File: config.mk
export PLATFORM = sky130hd
export DESIGN_NAME = uart_rx
export DESIGN_NICKNAME = d
export VERILOG_FILES = /design/src/rtl/uart_pkg.sv /design/src/rtl/sync_2ff.sv /design/src/rtl/uart_rx.sv
export SDC_FILE = /design/constraint.sdc
export NUM_CORES = 1
export LEC_CHECK = 0
export ABC_AREA = 1
export ABC_CLOCK_PERIOD_IN_PS = 1850
export BUFFER_PORTS_ARGS = -buffer_cell sky130_fd_sc_hd__buf_2
export CAP_MARGIN = 25
export CELL_PAD_IN_SITES_DETAIL_PLACEMENT = 2
export CELL_PAD_IN_SITES_GLOBAL_PLACEMENT = 2
export CORE_UTILIZATION = 33
export DETAILED_ROUTE_END_ITERATION = 10
export PLACE_DENSITY = 0.76
export SKIP_LAST_GASP = 1
export SYNTH_ARGS = -nofsm -noshare
export SYNTH_HDL_FRONTEND = slang
export SYNTH_HIERARCHICAL = 1
export SYNTH_SLANG_ARGS = --single-unit
File: constraint.sdc
create_clock -name clk -period 1.85 [get_ports clk]
set_input_delay 0.0925 -clock clk [delete_from_list [all_inputs] [get_ports clk]]
set_output_delay 0.0925 -clock clk [all_outputs]
set_load 0.1 [all_outputs]
File: src/rtl/uart_pkg.sv
// rtl/uart_pkg.sv - shared UART state encoding and default bit timing
package uart_pkg;

  localparam int UART_CLKS_PER_BIT = 217;

  typedef enum logic [2:0] {
    ST_IDLE      = 3'd0,
    ST_START     = 3'd1,
    ST_DATA      = 3'd2,
    ST_STOP      = 3'd3,
    ST_WAIT_HIGH = 3'd4
  } uart_state_e;

endpackage

File: src/rtl/sync_2ff.sv
// rtl/sync_2ff.sv - two-flop synchronizer for one asynchronous bit
module sync_2ff #(
  parameter logic RESET_VAL = 1'b1
) (
  input  logic clk,
  input  logic reset,
  input  logic d_i,
  output logic q_o
);

  logic meta_q;
  logic sync_q;

  always_ff @(posedge clk) begin
    if (reset) begin
      meta_q <= RESET_VAL;
      sync_q <= RESET_VAL;
    end else begin
      meta_q <= d_i;
      sync_q <= meta_q;
    end
  end

  assign q_o = sync_q;

endmodule

File: src/rtl/uart_rx.sv
// rtl/uart_rx.sv - 8N1 UART receiver with holding register, framing and overrun flags
module uart_rx
  import uart_pkg::*;
#(
  parameter int CLKS_PER_BIT = UART_CLKS_PER_BIT
) (
  input  logic       clk,
  input  logic       reset,
  input  logic       rxd,
  output logic [7:0] rx_data,
  output logic       rx_valid,
  input  logic       rx_ready,
  output logic       frame_err,
  output logic       overrun,
  input  logic       err_clr,
  output logic       busy
);

  localparam int CW = $clog2(CLKS_PER_BIT);
  localparam int HALF = CLKS_PER_BIT / 2;
  localparam logic [CW-1:0] HALF_LAST = CW'(HALF - 1);
  localparam logic [CW-1:0] BIT_LAST  = CW'(CLKS_PER_BIT - 1);

  logic        rxs;
  uart_state_e state_q;
  logic [CW-1:0] cnt_q;
  logic [2:0]  bit_q;
  logic [7:0]  shift_q;
  logic [7:0]  data_q;
  logic        valid_q;
  logic        ferr_q;
  logic        ovr_q;

  sync_2ff #(
    .RESET_VAL(1'b1)
  ) u_sync (
    .clk  (clk),
    .reset(reset),
    .d_i  (rxd),
    .q_o  (rxs)
  );

  // Later assignments in the case win: a delivery re-raises valid in a handshake
  // cycle, and a new overrun beats a same-cycle err_clr.
  always_ff @(posedge clk) begin
    if (reset) begin
      state_q <= ST_IDLE;
      cnt_q   <= '0;
      bit_q   <= '0;
      shift_q <= '0;
      data_q  <= '0;
      valid_q <= 1'b0;
      ferr_q  <= 1'b0;
      ovr_q   <= 1'b0;
    end else begin
      ferr_q <= 1'b0;
      if (valid_q && rx_ready) valid_q <= 1'b0;
      if (err_clr) ovr_q <= 1'b0;

      case (state_q)
        ST_IDLE: begin
          cnt_q <= '0;
          if (!rxs) begin
            bit_q   <= '0;
            state_q <= ST_START;
          end
        end
        ST_START: begin
          if (cnt_q == HALF_LAST) begin
            cnt_q   <= '0;
            state_q <= rxs ? ST_IDLE : ST_DATA;
          end else begin
            cnt_q <= cnt_q + CW'(1);
          end
        end
        ST_DATA: begin
          if (cnt_q == BIT_LAST) begin
            cnt_q   <= '0;
            shift_q <= {rxs, shift_q[7:1]};
            bit_q   <= bit_q + 3'd1;
            if (bit_q == 3'd7) state_q <= ST_STOP;
          end else begin
            cnt_q <= cnt_q + CW'(1);
          end
        end
        ST_STOP: begin
          if (cnt_q == BIT_LAST) begin
            cnt_q <= '0;
            if (rxs) begin
              state_q <= ST_IDLE;
              if (valid_q && !rx_ready) begin
                ovr_q <= 1'b1;
              end else begin
                data_q  <= shift_q;
                valid_q <= 1'b1;
              end
            end else begin
              ferr_q  <= 1'b1;
              state_q <= ST_WAIT_HIGH;
            end
          end else begin
            cnt_q <= cnt_q + CW'(1);
          end
        end
        ST_WAIT_HIGH: begin
          if (rxs) state_q <= ST_IDLE;
        end
        default: state_q <= ST_IDLE;
      endcase
    end
  end

  assign rx_data   = data_q;
  assign rx_valid  = valid_q;
  assign frame_err = ferr_q;
  assign overrun   = ovr_q;
  assign busy      = (state_q != ST_IDLE);

endmodule
# After elaboration in Yosys (flattened, before gate mapping)
# Index checks and enable logic that the tools add are counted.
classes:
  n_bitwise: 3
  n_mux: 26
  n_reduce_logical: 13
  addsub: 2
  n_eq_ne: 13
op_table:
  columns: ["cell", "count"]
  rows:
  - ["$mux 3", 9]
  - ["$pmux 8 s3", 1]
  - ["$mux 8", 2]
  - ["$pmux 3 s5", 1]
  - ["$mux 1", 11]
  - ["$ne 2x2->1 const B", 5]
  - ["$add 8x1->8 const B", 1]
  - ["$eq 8x7->1 const B", 1]
  - ["$eq 8x8->1 const B", 1]
  - ["$eq 3x2->1 const B", 2]
  - ["$eq 3x3->1 const B", 2]
  - ["$pmux 3 s2", 1]
  - ["$reduce_and 6->1", 1]
  - ["$reduce_bool 3->1", 2]
  - ["$reduce_and 4->1", 1]
  - ["$add 3x1->3 const B", 1]
  - ["$eq 3x1->1 const B", 1]
  - ["$logic_not 3->1", 1]
  - ["$not 1->1", 3]
  - ["$reduce_and 3->1", 1]
  - ["$reduce_or 3->1", 1]
  - ["$logic_and 1x1->1", 2]
  - ["$mux 2", 1]
  - ["$ne 2x1->1 const B", 1]
  - ["other kinds (4)", 4]
totals:
  in_bits: 5
  out_inout_bits: 12
  reg_bits: 35
  wordCells: 67

# Logic depth before layout (Yosys ltp)
# Gate-level depths: netlist of the first run.
depth:
  depth_word: 6
  ltp_mapped: 11
  ltp_nobuf: 11

# Modules after synthesis
# The synthesis of the first run kept the hierarchy.
by_module_without_submodules:
  columns: ["mod", "cells_each", "area_each_um2", "n_inst", "seq_area_each_um2"]
  rows:
  - ["uart_rx", 234, 1667.8, 1, 660.6]
  - ["sync_2ff", 7, 58.8, 1, 40.0]

# Least setup slack after synthesis of the first run
# No wires, ideal clock.
synth_path:
  path_type: "register to register"
  start: "register valid_q, in the netlist rx_valid"
  end: "register data_q[2], in the netlist rx_data[2]"
  t_required_ps: 1737
  t_arrival_ps: 1550
  setup_time_ps: 113
  n_path_buf: 0
  stages_incl_launch_ff: 8
  setup_slack_ps: 187
  period_less_slack_ps: 1663
  path_cell_list: "dfxtp_1 > inv_1 > nor2_1 > inv_1 > nand3_4 > nand2_1 > nand2_1 > nor2_1"
synth_between:
  elab_chain_cells: 3
synth_lines:
  columns: ["element", "line_no", "text"]
  rows:
  - ["from (decl)", "uart_rx.sv:30", "logic valid_q;"]
  - ["from (signal assigned)", "uart_rx.sv:52", "valid_q <= 1'b0;"]
  - ["from (signal assigned)", "uart_rx.sv:57", "if (valid_q && rx_ready) valid_q <= 1'b0;"]
  - ["from (signal assigned)", "uart_rx.sv:95", "valid_q <= 1'b1;"]
  - ["$logic_and 1x1->1", "uart_rx.sv:91", "if (valid_q && !rx_ready) begin"]
  - ["$not 1->1 (no line)", null, null]
  - ["$reduce_and 4->1 (no line)", null, null]
  - ["to (signal assigned)", "uart_rx.sv:94", "data_q <= shift_q;"]
  - ["to (decl)", "uart_rx.sv:29", "logic [7:0] data_q;"]
# Every way passes these cells.
# A chain may end at the register's enable or synchronous reset.

# Worst setup path in the final report of the first run
layout_path:
  start: "register cnt_q[0]"
  end: "register bit_q[2]"
layout_between:
  elab_chain_cells: 3
layout_lines:
  columns: ["element", "line_no", "text"]
  rows:
  - ["from (decl)", "uart_rx.sv:26", "logic [CW-1:0] cnt_q;"]
  - ["from (signal assigned)", "uart_rx.sv:73", "cnt_q <= cnt_q + CW'(1);"]
  - ["from (signal assigned)", "uart_rx.sv:83", "cnt_q <= cnt_q + CW'(1);"]
  - ["from (signal assigned)", "uart_rx.sv:102", "cnt_q <= cnt_q + CW'(1);"]
  - ["$eq 8x8->1", "uart_rx.sv:77", "if (cnt_q == BIT_LAST) begin"]
  - ["$ne 2x2->1 (no line)", null, null]
  - ["$reduce_and 3->1 (no line)", null, null]
  - ["to (signal assigned)", "uart_rx.sv:80", "bit_q <= bit_q + 3'd1;"]
  - ["to (decl)", "uart_rx.sv:27", "logic [2:0] bit_q;"]
# Every way passes these cells.

==> results of run 1 <==
==> kinds of logic after synthesis <==
family,count (synthesis)
AOI/OAI and AO/OA,27
buffers and inverters,44
DFF,35
adders and majority gates,4
xor gates and xnor gates,2
and+or+nand+nor,129
==> repair_timing <==
item,CTS,global route
endpoints found under the setup margin,0,0
endpoints found under the hold margin,1,0
hold buffers,1,0
==> through the flow <==
stage               worst slack [ns]  utilization  power (mW)  hold slack (ns)
global placement               0.378        0.382        1.40            0.265
global route                   0.146        0.408        2.22           0.0853
finish                         0.317        0.408        2.11           0.0727
floorplan                      0.187            -        1.30            0.177
CTS                            0.281        0.408        2.14           0.0711
detailed placement             0.328        0.382        1.42            0.278
==> power breakdown <==
part	internal, mW	switching, mW
sequential	0.790	0.0408
combinational	0.156	0.401
clock	0.436	0.281
total	1.38	0.723
==> cell usage after synthesis, types with 3 or more instances <==
cell type,count
dfxtp_1,35
nand2_1,70
nand2_2,4
nand3_1,7
inv_2,3
nand2_4,4
ha_1,4
o21ai_1,5
a21oi_1,19
nor2_4,4
inv_1,33
nor2_1,32
==> per-layer routing <==
metal / vias up / share of wire / track usage
li1: 771 / - / -
met1: 718 / 0.51 / 0.218
met2: 14 / 0.46 / 0.292
met3: 4 / 0.023 / 0.0339
met4: 0 / 0.0075 / 0.0440
met5: - / 0 / 0
==> worst max-delay path by stage <==
stage          depth (start not counted)  slack (ns)         end     start
3_5_place_dp                           8        0.33    bit_q[2]  cnt_q[0]
5_1_grt                                8        0.15  shift_q[6]  cnt_q[0]
6_report                               8        0.32    bit_q[2]  cnt_q[0]
4_1_cts                                8        0.28  shift_q[2]  cnt_q[0]
2_1_floorplan                          7        0.19  rx_data[2]  rx_valid
3_3_place_gp                           8        0.38  shift_q[6]  cnt_q[0]
==> final cells by class <==
| type | instances | area share |
|---|---|---|
| Clock buffer | 6 | 0.0414 |
| Clock inverter | 2 | 0.0176 |
| Inverter | 37 | 0.0709 |
| Multi-Input combinational cell | 162 | 0.420 |
| Sequential cell | 35 | 0.352 |
| Tap cell | 67 | 0.0421 |
| Timing Repair Buffer | 20 | 0.0565 |
==> sequential cells by signal, indices dropped and copies added, names as in the netlist <==
name           cells
frame_err          1
shift_q            8
cnt_q              8
u_sync/meta_q      1
state_q            3
rx_data            8
bit_q              3
rx_valid           1
overrun            1
u_sync/q_o         1
==> tightest hold or removal path: cells and delay by family <==
kind,cells,cell delay (ns)
buffers and inverters,2,0.10
AOI/OAI and AO/OA,1,0.06
and+or+nand+nor,1,0.05
==> flow_metrics.tcl, run 1 <==
set metrics [dict create \
    synth_top_family_by_area "simple AND/OR/NAND/NOR gates" \
    instances_no_fill 329 \
    whs_path_depth 4 \
    yosysSeqAreaShare 0.406 \
    dieArea_um2 5530 \
    routabilityCongestion 0.729 \
    synth_compound_area_frac 0.0797 \
    synth_cell_types 28 \
    drtAntennaViolNets 0 \
    setup.worst_path.class "flip-flop to flip-flop" \
    cts.reportedPaths.clkPinSlew_ns 0.07 \
    io_buffers 16 \
    grt_pass1_wl_mm 7.11 \
    r2r_slack_ns 0.32 \
    final_max_slew_viol_count 0 \
    ys_ff_latch 35 \
    leakage_nw 0.931 \
    synth_nets 250 \
    fmax_mhz 653 \
    cp-start-kind "flip-flop" \
    synthFlopType "dfxtp_1" \
    avgSynthCellArea_um2 7.16 \
    numCtsBuffers 5 \
    finish.net_count 270 \
    num_rows 25 \
    grt_max_degree 22 \
    final_hold_viol_count 0 \
    cp_top_family "simple AND/OR/NAND/NOR gates" \
    coreArea_um2 4880 \
    post_cts_buffers 0 \
    vias 1507 \
    worstHoldStart "err_clr" \
    synth_edf_count 0 \
    reg2reg_depth 8 \
    synth_top_area_frac 0.406 \
    tritoncts "built" \
    grt_overflow_total 0 \
    drc_errors 0 \
    critPathBufInv 3 \
    wl_mm 4.14 \
    period_minus_slack_ns 1.53 \
    synthCells 241 \
    first_pass_iters 4 \
    run_status "finished clean" \
    irDropWorstVdd_mv 0.432 \
    vias_per_cell 4.58 \
    root_buffer "clkbuf_8" \
    synthTopCellsByArea "dfxtp_1 41%, nand2_1 15%, inv_1 7.2%" \
    final_cell_mix "70 x nand2_1, 35 x dfxtp_1, 33 x inv_1, 32 x nor2_1, 19 x a21oi_1" \
    cp.required_ns 2.06 \
    clock_skew_ns 0.00743 \
    cts.sinks 35 \
    grt_setup_unrepaired "false" \
    yosys.area.top_type "dfxtp_1" \
    synthXorXnorAreaFrac 0.0101 \
    final_common_cell "nand2_1" \
    worst_pin_slew_ns 0.503 \
    async_flop_share 0 \
    antenna_found_initial 0 \
    arrival_ns 1.74 \
    endpoint_kind "flip-flop" \
    clk_latency_ns 0.28 \
    hold_path_class "input pin to flip-flop" \
    multi_input_area_um2 837 \
    slew_headroom 0.667 \
    die_w_um 74.3 \
    syn-cell-area_um2 1730 \
    setup_viol 0 \
    slowest_stage "dfxtp_1" \
    regArea_um2 701 \
    postLayoutCellArea_um2 1990 \
    grt_pass1_vias 1522 \
    crit_path_cell_trace "inv_1 -> ha_1 -> inv_1 -> nor2_4 -> nand3_2 -> inv_2 -> nand2_1 -> a21oi_1" \
    n_fill_cell 607 \
    crit_top_cell "inv_1" \
    io_pins 17 \
    yosys.area_share.adder 0.0290 \
    area_growth_pct 15.4 \
    wl_per_cell_um 12.6 \
    cts-resized-gates 0 \
    dp_cells 320 \
    yosysWarnings 6 \
    start_util 0.354 \
    synth-simple-area-share 0.366 \
    r2r-start "cnt_q[0]" \
    worstPathMaxFanout 11 \
    clockBufferDepth 2 \
    diodes 0 \
    whs_endpoint "overrun" \
    track_usage 0.170 \
    synth.area.mux_share 0 \
    fp.dieH_um 74.3 \
    rr_endpoint "bit_q[2]" \
    max_stage_delay_ns 0.35 \
    tns_ns 0 \
    power_density_nw_per_um2 1060 \
    h-tree-depth 2 \
    post-dp-hpwl_mm 3.07 \
    fin_crit_sh 0.828 \
    postPlaceCellArea_um2 1870 \
    drt-initial-drc-count 37 \
    drive_gt1_frac 0.187 \
    drv_cap 0 \
]
No activity file was read; power rests on OpenSTA's default activity.
==> run 2: changes to the inputs <==
- ABC_CLOCK_PERIOD_IN_PS: 1850 -> 1260
- CORE_UTILIZATION: 33 -> 29
- PLACE_DENSITY: 0.76 -> 0.71
- clock period: 1.85 -> 1.26 ns (I/O delays scaled with it)
==> flow_metrics.tcl, run 2 (same netlist as run 1, synthesis figures left out) <==
set metrics [dict create \
    power_density_nw_per_um2 1470 \
    crit_path_cell_trace "inv_4 -> ha_4 -> inv_2 -> nor2_4 -> buf_4 -> nand3_4 -> buf_6 -> nand3_1 -> a21oi_1" \
    seq_power_share 0.352 \
    grt_pass1_vias 1775 \
    numCtsBuffers 5 \
    max_stage_delay_ns 0.38 \
    slew_headroom 0.674 \
    io_buffers 16 \
    critPathBufInv 4 \
    first_pass_iters 4 \
    tns_ns -5.23 \
    cp_top_family "buffers and inverters" \
    endpoint_kind "flip-flop" \
    clk_latency_ns 0.30 \
    grt_max_degree 18 \
    diodes 0 \
    worst_pin_slew_ns 0.492 \
    finish.net_count 302 \
    irDropWorstVdd_mv 1.23 \
    holdWs_ns 0.0236 \
    drtAntennaViolNets 0 \
    area_growth_pct 41.2 \
    final_cell_mix "61 x nand2_1, 30 x inv_1, 30 x dfxtp_1, 30 x buf_4, 29 x nor2_1" \
    vias 1693 \
    wl_per_cell_um 16.7 \
    post-dp-hpwl_mm 3.65 \
    clockBufferDepth 2 \
    tritoncts "built" \
    h-tree-depth 2 \
    drt-initial-drc-count 46 \
    die_w_um 79.2 \
    arrival_ns 1.68 \
    p_int_mw 2.24 \
    num_rows 27 \
    start_util 0.308 \
    cp-start-kind "flip-flop" \
    period_minus_slack_ns 1.50 \
    instances_no_fill 366 \
    clock_skew_ns 0.00773 \
    final_hold_viol_count 0 \
    fmax_mhz 669 \
    leakage_nw 1.14 \
    switchingPower_mw 1.35 \
    final_common_cell "nand2_1" \
    dieArea_um2 6270 \
    drv_cap 0 \
    netSwitchingFraction 0.376 \
    vias_per_cell 4.63 \
    dp_cells 349 \
    fp.dieH_um 79.2 \
    track_usage 0.182 \
    setup_ws_ns -0.236 \
    wl_mm 6.11 \
    coreArea_um2 5610 \
    place_ws_ns -0.158 \
    power_frac_clock 0.298 \
    comb_power_share 0.350 \
    setup_viol 34 \
    r2r_slack_ns -0.24 \
    slowest_stage "dfxtp_4" \
    violations "negative setup slack" \
    hold_path_class "input pin to flip-flop" \
    cp.required_ns 1.44 \
    cts.reportedPaths.clkPinSlew_ns 0.09 \
    antenna_found_initial 0 \
    routabilityCongestion 0.708 \
    drive_gt1_frac 0.381 \
    setup.worst_path.class "flip-flop to flip-flop" \
    drc_errors 0 \
    fin_crit_sh 1.19 \
    run_status "complete, but fails checks" \
    grt_overflow_total 0 \
    grt_pass1_wl_mm 8.67 \
    cts.sinks 35 \
    final_max_slew_viol_count 0 \
    io_pins 17 \
    root_buffer "clkbuf_8" \
    worstPathMaxFanout 6 \
    grt_setup_unrepaired "true" \
]
-- run 2: cell count changes in the layout (fill, tap and decap cells not counted), sizes merged --
| cell | before | now |
|---|---|---|
| buf | 19 | 50 |
| clkinv | 1 | 3 |
| clkbuf | 6 | 5 |
-- run 2: layout make-up --
| cell class | count | area (um^2) |
|---|---|---|
| clock inverters | 3 | 43.8 |
| multi-input cells | 162 | 986 |
| well taps | 72 | 90.1 |
| clock buffers | 5 | 68.8 |
| fillers | 668 | 3170 |
| repair inverters | 1 | 6.26 |
| inverters | 37 | 151 |
| flip-flops and latches | 35 | 717 |
| repair buffers | 51 | 375 |
-- run 2: metal layers --
layer,global-route usage,share of wire
met1,0.212,0.42
met2,0.332,0.54
met3,0.0379,0.022
met4,0.0545,0.018
met5,0,0
-- run 2: worst min-delay path, delay by kind of cell --
| kind | cells | cell delay, ns |
|---|---|---|
| compound gates | 1 | 0.05 |
| buf+inv | 2 | 0.11 |
| simple gates | 1 | 0.06 |
-- run 2: timing repair --
action / in CTS / in global routing
gates resized for setup: 11 / 34
pin swaps: 0 / 9
hold buffers: 1 / 0
cloned: 1 / 0
setup endpoints to repair: 34 / 34
hold endpoints to repair: 1 / 0
buffers inserted: 3 / 4
-- run 2: worst paths after layout --
check | from | to | cells past startpoint
worst min-delay path | err_clr | overrun | 4
worst max-delay path | cnt_q[1] | bit_q[2] | 9
worst min register to register | u_sync/meta_q | u_sync/q_o | 2
worst max register to register | cnt_q[1] | bit_q[2] | 9
-- run 2: power by group through the flow --
stage	registers [mW]	logic, mW	clock network, mW
final	1.26	1.26	1.07
after global routing	1.27	1.36	1.13
after CTS	1.24	1.04	1.08
after detailed placement	1.26	1.01	0
after global placement	1.25	0.979	0
after floorplan	1.23	0.722	0
-- run 2: per-stage QoR --
step	power [mW]	cell area [um^2]	utilization
floorplan	1.96	1750	-
global placement	2.23	2090	0.373
detailed placement	2.27	2090	0.373
CTS	3.36	2280	0.406
global route	3.76	2440	0.435
finish	3.59	2440	0.435
